**config.mk**
```make
export PLATFORM = sky130hd
export DESIGN_NAME = mlsu_seq_store_wbuf
export DESIGN_NICKNAME = d
export VERILOG_FILES = /design/src/rtl/mlsu_seq_store_wbuf.sv
export SDC_FILE = /design/constraint.sdc
export NUM_CORES = 2
export LEC_CHECK = 0
export CORE_AREA = 5 5 484 486
export CTS_CLUSTER_DIAMETER = 40
export DETAILED_ROUTE_END_ITERATION = 10
export DIE_AREA = 0 0 489 491
export GPL_TIMING_DRIVEN = 1
export PLACE_DENSITY = 0.47
export SETUP_SLACK_MARGIN = 0.5
export SYNTH_ARGS = -nofsm -noshare
export SYNTH_HDL_FRONTEND = slang
export SYNTH_SLANG_ARGS = --single-unit
```
**constraint.sdc**
```tcl
create_clock -name clk_i -period 27.2 [get_ports clk_i]
set_input_delay 5.44 -clock clk_i [delete_from_list [all_inputs] [get_ports clk_i]]
set_output_delay 5.44 -clock clk_i [all_outputs]
set_load 0.01 [all_outputs]
```
**src/rtl/mlsu_seq_store_wbuf.sv**
```systemverilog
// Sequential-store write buffer: packs MRF beats into a small FIFO, drives AXI W
// with first/middle/last strobes, then waits for the B response and reports completion.
module mlsu_seq_store_wbuf #(
  parameter int BusBits = 512,
  parameter int IdBits  = 1,
  parameter int WBufDep = 2,
  localparam int BusBytes = BusBits / 8
) (
  input  logic                clk_i,
  input  logic                rst_ni,
  input  logic                cmd_valid_i,
  output logic                cmd_ready_o,
  input  logic [7:0]          cmd_len_i,
  input  logic [IdBits-1:0]   cmd_id_i,
  input  logic [BusBytes-1:0] cmd_strb_first_i,
  input  logic [BusBytes-1:0] cmd_strb_last_i,
  input  logic                data_valid_i,
  output logic                data_ready_o,
  input  logic [BusBits-1:0]  data_i,
  output logic                w_valid_o,
  input  logic                w_ready_i,
  output logic [BusBits-1:0]  w_data_o,
  output logic [BusBytes-1:0] w_strb_o,
  output logic                w_last_o,
  input  logic                b_valid_i,
  output logic                b_ready_o,
  input  logic [IdBits-1:0]   b_id_i,
  input  logic [1:0]          b_resp_i,
  output logic                done_valid_o,
  output logic                done_err_o,
  output logic                busy_o
);
  localparam int PtrW = $clog2(WBufDep);
  localparam int CntW = $clog2(WBufDep + 1);

  typedef enum logic [1:0] {IDLE, STREAM, WAIT_B} state_e;
  state_e state, state_nxt;

  logic [7:0]          len;
  logic [IdBits-1:0]   id;
  logic [BusBytes-1:0] strb_first, strb_last;
  logic [8:0]          in_cnt, out_cnt;

  logic [BusBits-1:0]  mem_data [WBufDep];
  logic [BusBytes-1:0] mem_strb [WBufDep];
  logic [WBufDep-1:0]  mem_last;
  logic [PtrW-1:0]     wr_ptr, rd_ptr;
  logic [CntW-1:0]     fifo_cnt;

  logic                cmd_fire, push, pop, b_fire;
  logic [BusBytes-1:0] enq_strb;
  logic                enq_last;
  logic                done_valid, done_err;

  assign cmd_ready_o  = (state == IDLE);
  assign cmd_fire     = cmd_valid_i && cmd_ready_o;
  // Uses only registered state so there is no path from w_ready_i
  assign data_ready_o = (state == STREAM) && (fifo_cnt < CntW'(WBufDep)) && (in_cnt <= {1'b0, len});
  assign push         = data_valid_i && data_ready_o;
  assign w_valid_o    = (fifo_cnt != '0);
  assign pop          = w_valid_o && w_ready_i;
  assign w_data_o     = w_valid_o ? mem_data[rd_ptr] : '0;
  assign w_strb_o     = w_valid_o ? mem_strb[rd_ptr] : '0;
  assign w_last_o     = w_valid_o && mem_last[rd_ptr];
  assign b_ready_o    = (state == WAIT_B);
  assign b_fire       = b_valid_i && b_ready_o;
  assign busy_o       = (state != IDLE);
  assign done_valid_o = done_valid;
  assign done_err_o   = done_err;

  always_comb begin
    enq_strb = '1;
    enq_last = 1'b0;
    if (in_cnt == 9'd0 && len == 8'd0) begin
      enq_strb = strb_first & strb_last;
      enq_last = 1'b1;
    end else if (in_cnt == 9'd0) begin
      enq_strb = strb_first;
    end else if (in_cnt == {1'b0, len}) begin
      enq_strb = strb_last;
      enq_last = 1'b1;
    end
  end

  always_comb begin
    state_nxt = state;
    case (state)
      IDLE:    if (cmd_fire) state_nxt = STREAM;
      STREAM:  if (pop && w_last_o && (out_cnt == {1'b0, len})) state_nxt = WAIT_B;
      WAIT_B:  if (b_fire) state_nxt = IDLE;
      default: state_nxt = IDLE;
    endcase
  end

  always_ff @(posedge clk_i or negedge rst_ni) begin
    if (!rst_ni) begin
      state      <= IDLE;
      len        <= '0;
      id         <= '0;
      strb_first <= '0;
      strb_last  <= '0;
      in_cnt     <= '0;
      out_cnt    <= '0;
      wr_ptr     <= '0;
      rd_ptr     <= '0;
      fifo_cnt   <= '0;
      mem_last   <= '0;
      done_valid <= 1'b0;
      done_err   <= 1'b0;
    end else begin
      state      <= state_nxt;
      done_valid <= b_fire;
      done_err   <= b_fire && ((b_resp_i != 2'b00) || (b_id_i != id));
      if (cmd_fire) begin
        len        <= cmd_len_i;
        id         <= cmd_id_i;
        strb_first <= cmd_strb_first_i;
        strb_last  <= cmd_strb_last_i;
        in_cnt     <= '0;
        out_cnt    <= '0;
      end else begin
        if (push) in_cnt  <= in_cnt + 9'd1;
        if (pop)  out_cnt <= out_cnt + 9'd1;
      end
      if (push) begin
        mem_last[wr_ptr] <= enq_last;
        wr_ptr           <= wr_ptr + 1'b1;
      end
      if (pop) rd_ptr <= rd_ptr + 1'b1;
      case ({push, pop})
        2'b10:   fifo_cnt <= fifo_cnt + 1'b1;
        2'b01:   fifo_cnt <= fifo_cnt - 1'b1;
        default: fifo_cnt <= fifo_cnt;
      endcase
    end
  end

  // Payload storage needs no reset: the pointers and count define validity
  always_ff @(posedge clk_i) begin
    if (push) begin
      mem_data[wr_ptr] <= data_i;
      mem_strb[wr_ptr] <= enq_strb;
    end
  end
endmodule

```
==> results.md <==
| Quantity | This run |
|:---|:---|
| Cell Area, Synth | 0.0505 sq mm |
| Net count after synthesis | 3934 |
| Clock transition at path regs | 0.05 ns |
| Fraction of power consumed by combinational cells | 35.2% |
| Clock insertion delay at the later pin of the skew report | 0.85 ns |
| Count of pins on the block boundary | 1242 |
| Full die area | 0.240 sq mm |
| Number of buffers inserted by hold repair at cts | 0 |
| Horizontal extent of the die | 489 um |
| Worst hold path class | flip-flop to flip-flop |
| Core outline area | 0.229 sq mm |
| CTS tree | yes |
| Worst Skew | 0.0809 ns |
| Fraction of layout instances using a drive strength above 1 | 9.11% |
| Antenna violations before repair | 59 |
| Fin. Hold Viols | 0 |
| Maximum net fanout on the critical path | 97 |
| Maximum number of pins on one net before global-route repair | 198 |
| Last weighted congestion value of the routability-driven placer | 0.832 |
| Min-Delay Path Depth | 2 |
| Setup-violating endpoint count in the final report | 0 |
| Cell at the root of the clock tree | sky130_fd_sc_hd__clkbuf_16 |
| Register area share after synthesis | 76.7% |
| Number of buffers inserted by port buffering | 1241 |
| Summed negative setup slack over all endpoints | 0 ns |
| Post-synthesis cell type with the largest combined area | sky130_fd_sc_hd__edfxtp_1 |
| Minimum setup slack among reg-to-reg paths | 21.31 ns |
| Switching power as a share of total power | 33.0% |
| Longest Clk Path Bufs | 3 |
| Synth async-reset ratio | 12.5% |
| Number of violations reported at the end of detailed-routing iteration 0 | 2037 |
| Clock net sink count | 1317 |
| # DRC | 0 |
| Max Freq | 86.0 MHz |
| Routed via count divided by cell count | 4.12 |
| Req. time, crit path | 21.76 ns |
| Antenna-violating nets left | 0 |
| Part of the power in registers | 31.2% |
| DP Worst Slack | 16.46 ns |
| Cts bufs inserted | 224 |
| Final max-slew violation count | 0 |
| Clock Power Share | 33.6% |
| Nature of the critical path startpoint | flip-flop |
| Leak Pwr | 27.8 nW |
| Actual slew at the worst max-slew pin | 1.09 ns |
| Prevailing post-synth register cell | sky130_fd_sc_hd__edfxtp_1 |
| Average wire per standard cell | 24.5 um |
| Flip-flop and latch count after synthesis | 1317 |
| Max-cap violations | 0 |
| Critical path arrival | 6.18 ns |
| CTS H-tree lvls | 4 |
| Run status | completed |
| Post-route minimum period | 11.62 ns |
| Post-CTS setup buffer count | 0 |
| Period Utilization, post-route | 42.7% |
| GRT Total Usage | 15.4% |
| Cts repair resizes | 0 |
| First-pass GRT wire length | 264 mm |
| Synth-to-layout area growth | 47.9% |
| Largest cells by area after synthesis | sky130_fd_sc_hd__edfxtp_1 69%, sky130_fd_sc_hd__mux2i_1 11%, sky130_fd_sc_hd__dfrtp_1 8.2% |
| Initial standard-cell utilization of the core | 22.0% |
| Switching component of the power | 2.93 mW |
| Overall Power | 8.87 mW |
| Vias in the first global route | 33600 |
| Startpoint-to-endpoint class of the critical path | flip-flop to primary output |
| Worst reg2reg endpoint | mem_data[1][266] |
| Total congestion overflow after global routing | 0 |
| Share of the core filled with cells | 32.6% |
| Peak ir drop on the vdd network | 0.0000939 V |
| Total number of yosys warnings | 0 |
| DR vias | 32300 |
| Number of distinct library cell variants in the gate-level netlist after synthesis | 41 |
| Cell with the most instances after synthesis | sky130_fd_sc_hd__edfxtp_1 |
| Chip Height | 491 um |
| R2R Path Start | len[7] |
| Max-slew headroom | 27.4% |
| Register-to-Register Path Depth | 11 |
| RSZ-0062 raised after global routing | false |
| Portion of synthesized cell area occupied by the leading cell type | 68.6% |
| End point of the most critical hold path | strb_first[43] |
| Synthesized netlist cell count | 3264 |
| Total wirelength of the detailed-routed design | 192 mm |
| Kind of end point of the critical path | primary output |
| Mapped Avg Cell Area | 15.5 sq um |
| Most frequent cells after synthesis | 1152 x sky130_fd_sc_hd__edfxtp_1, 598 x sky130_fd_sc_hd__nor2_1, 579 x sky130_fd_sc_hd__mux2i_1 |
| Power density over cell area | 119 mW/mm^2 |
| Origin of the worst min-delay path | strb_first[43] |
| Row count | 176 |
| Final layout net count | 5266 |
| Number of enable flip-flop cells after synthesis | 1152 |
| Detailed-router iteration count before antenna repair | 5 |
| Cell internal pwr | 5.94 mW |
| Post-detail-place hpwl | 141 mm |
| Least setup slack across all paths after layout | 15.58 ns |
## metrics by stage
| stage | hold WS, ns | instances | instance area, sq um |
|---|---|---|---|
| 2_1_floorplan | 0.446 | 3264 | 50500 |
| 3_3_place_gp | 0.459 | 7396 | 66400 |
| 3_5_place_dp | 0.463 | 7396 | 66400 |
| 4_1_cts | 0.474 | 7821 | 74600 |
| 5_1_grt | 0.487 | 7829 | 74600 |
| 6_report | 0.471 | 7842 | 74600 |
## placed cells by master (no fill, tap or decap), types with 2 or more instances in the layout
| cell | count |
|---|---|
| sky130_fd_sc_hd__nor4_1 | 5 |
| sky130_fd_sc_hd__nor3_1 | 5 |
| sky130_fd_sc_hd__ha_1 | 12 |
| sky130_fd_sc_hd__a21oi_1 | 5 |
| sky130_fd_sc_hd__mux2i_1 | 579 |
| sky130_fd_sc_hd__xor2_1 | 14 |
| sky130_fd_sc_hd__clkinv_16 | 12 |
| sky130_fd_sc_hd__inv_1 | 14 |
| sky130_fd_sc_hd__clkinv_2 | 24 |
| sky130_fd_sc_hd__o22a_1 | 64 |
| sky130_fd_sc_hd__clkinv_1 | 19 |
| sky130_fd_sc_hd__inv_8 | 9 |
| sky130_fd_sc_hd__clkdlybuf4s50_1 | 1240 |
| sky130_fd_sc_hd__or3_1 | 2 |
| sky130_fd_sc_hd__nor2_4 | 2 |
| sky130_fd_sc_hd__buf_12 | 6 |
| sky130_fd_sc_hd__edfxtp_1 | 1152 |
| sky130_fd_sc_hd__nor2_1 | 596 |
| sky130_fd_sc_hd__clkbuf_8 | 5 |
| sky130_fd_sc_hd__dfrtp_1 | 164 |
| sky130_fd_sc_hd__nand2_1 | 409 |
| sky130_fd_sc_hd__nand2_4 | 2 |
| sky130_fd_sc_hd__clkbuf_16 | 231 |
| sky130_fd_sc_hd__clkinv_4 | 18 |
| sky130_fd_sc_hd__and3_1 | 7 |
| sky130_fd_sc_hd__bufinv_16 | 36 |
| sky130_fd_sc_hd__xnor2_1 | 8 |
| sky130_fd_sc_hd__buf_4 | 34 |
| sky130_fd_sc_hd__diode_2 | 21 |
| sky130_fd_sc_hd__a311o_1 | 2 |
| sky130_fd_sc_hd__clkinvlp_4 | 34 |
| sky130_fd_sc_hd__o21ai_0 | 12 |
| sky130_fd_sc_hd__inv_6 | 14 |
| sky130_fd_sc_hd__and4_1 | 2 |
| sky130_fd_sc_hd__clkbuf_1 | 24 |
| sky130_fd_sc_hd__nand3_1 | 12 |
## power groups by stage
| stage | logic [mW] | registers, mW | clock network [mW] |
|---|---|---|---|
| after detailed placement | 3.19 | 2.81 | 0 |
| after floorplan | 1.38 | 2.96 | 0 |
| after CTS | 3.21 | 2.77 | 3.05 |
| final | 3.13 | 2.77 | 2.98 |
| after global placement | 3.20 | 2.80 | 0 |
| after global routing | 3.35 | 2.79 | 3.15 |
## kinds of logic (layout without fill, tap and decap cells)
logic type,after synthesis,after routing,share of synthesized area [%]
AO/OA/AOI/OAI,94,94,1.52
XOR/XNOR,22,22,0.382
adder cells (fa/ha/maj),12,12,0.298
buffers and inverters,190,1721,1.54
multiplexers,580,580,11.5
other,0,21,0
AND/OR/NAND/NOR,1049,1049,8.01
flip-flops,1317,1317,76.7
## worst max-delay path, cell delays in order, from the launching register on
cell	delay [ns]
sky130_fd_sc_hd__dfrtp_4	0.87
sky130_fd_sc_hd__buf_12	0.53
sky130_fd_sc_hd__buf_4	0.82
sky130_fd_sc_hd__buf_4	0.81
sky130_fd_sc_hd__buf_4	0.91
sky130_fd_sc_hd__mux2i_1	0.19
sky130_fd_sc_hd__nor2_1	0.15
sky130_fd_sc_hd__clkdlybuf4s50_1	0.58
## layer usage
layer / track usage (%) / share of wire (%)
met3: 5.77 / 9.0
met4: 4.04 / 2.2
met2: 25.2 / 47
met1: 19.0 / 41
met5: 0 / 0.075
## area by class of cell
cell class / count / area, sq um
Timing Repair Buffer: 1281 / 12800
Multi-Input combinational cell: 1757 / 11000
Clock buffer: 260 / 5940
Fill cell: 22600 / 155000
Inverter: 15 / 63.8
Clock inverter: 165 / 2260
Sequential cell: 1317 / 38700
Antenna cell: 21 / 52.6
Tap cell: 3026 / 3790
## worst max path at each step
stage	start	to	depth (start not counted)
4_1_cts	rd_ptr	w_data_o[322]	7
6_report	rd_ptr	w_data_o[318]	7
3_3_place_gp	rd_ptr	w_data_o[146]	7
5_1_grt	rd_ptr	w_data_o[150]	7
3_5_place_dp	rd_ptr	w_data_o[322]	7
2_1_floorplan	data_valid_i	mem_data[0][0]	5
## flip-flops by register name, indices dropped and copies added (netlist names)
signal,cells
mem_last,2
len,8
done_err_o,1
state,2
fifo_cnt,2
done_valid_o,1
wr_ptr,1
rd_ptr,1
strb_first,64
mem_data,1024
strb_last,64
in_cnt,9
mem_strb,128
id,1
out_cnt,9
Power figures use the tool's default switching activity.
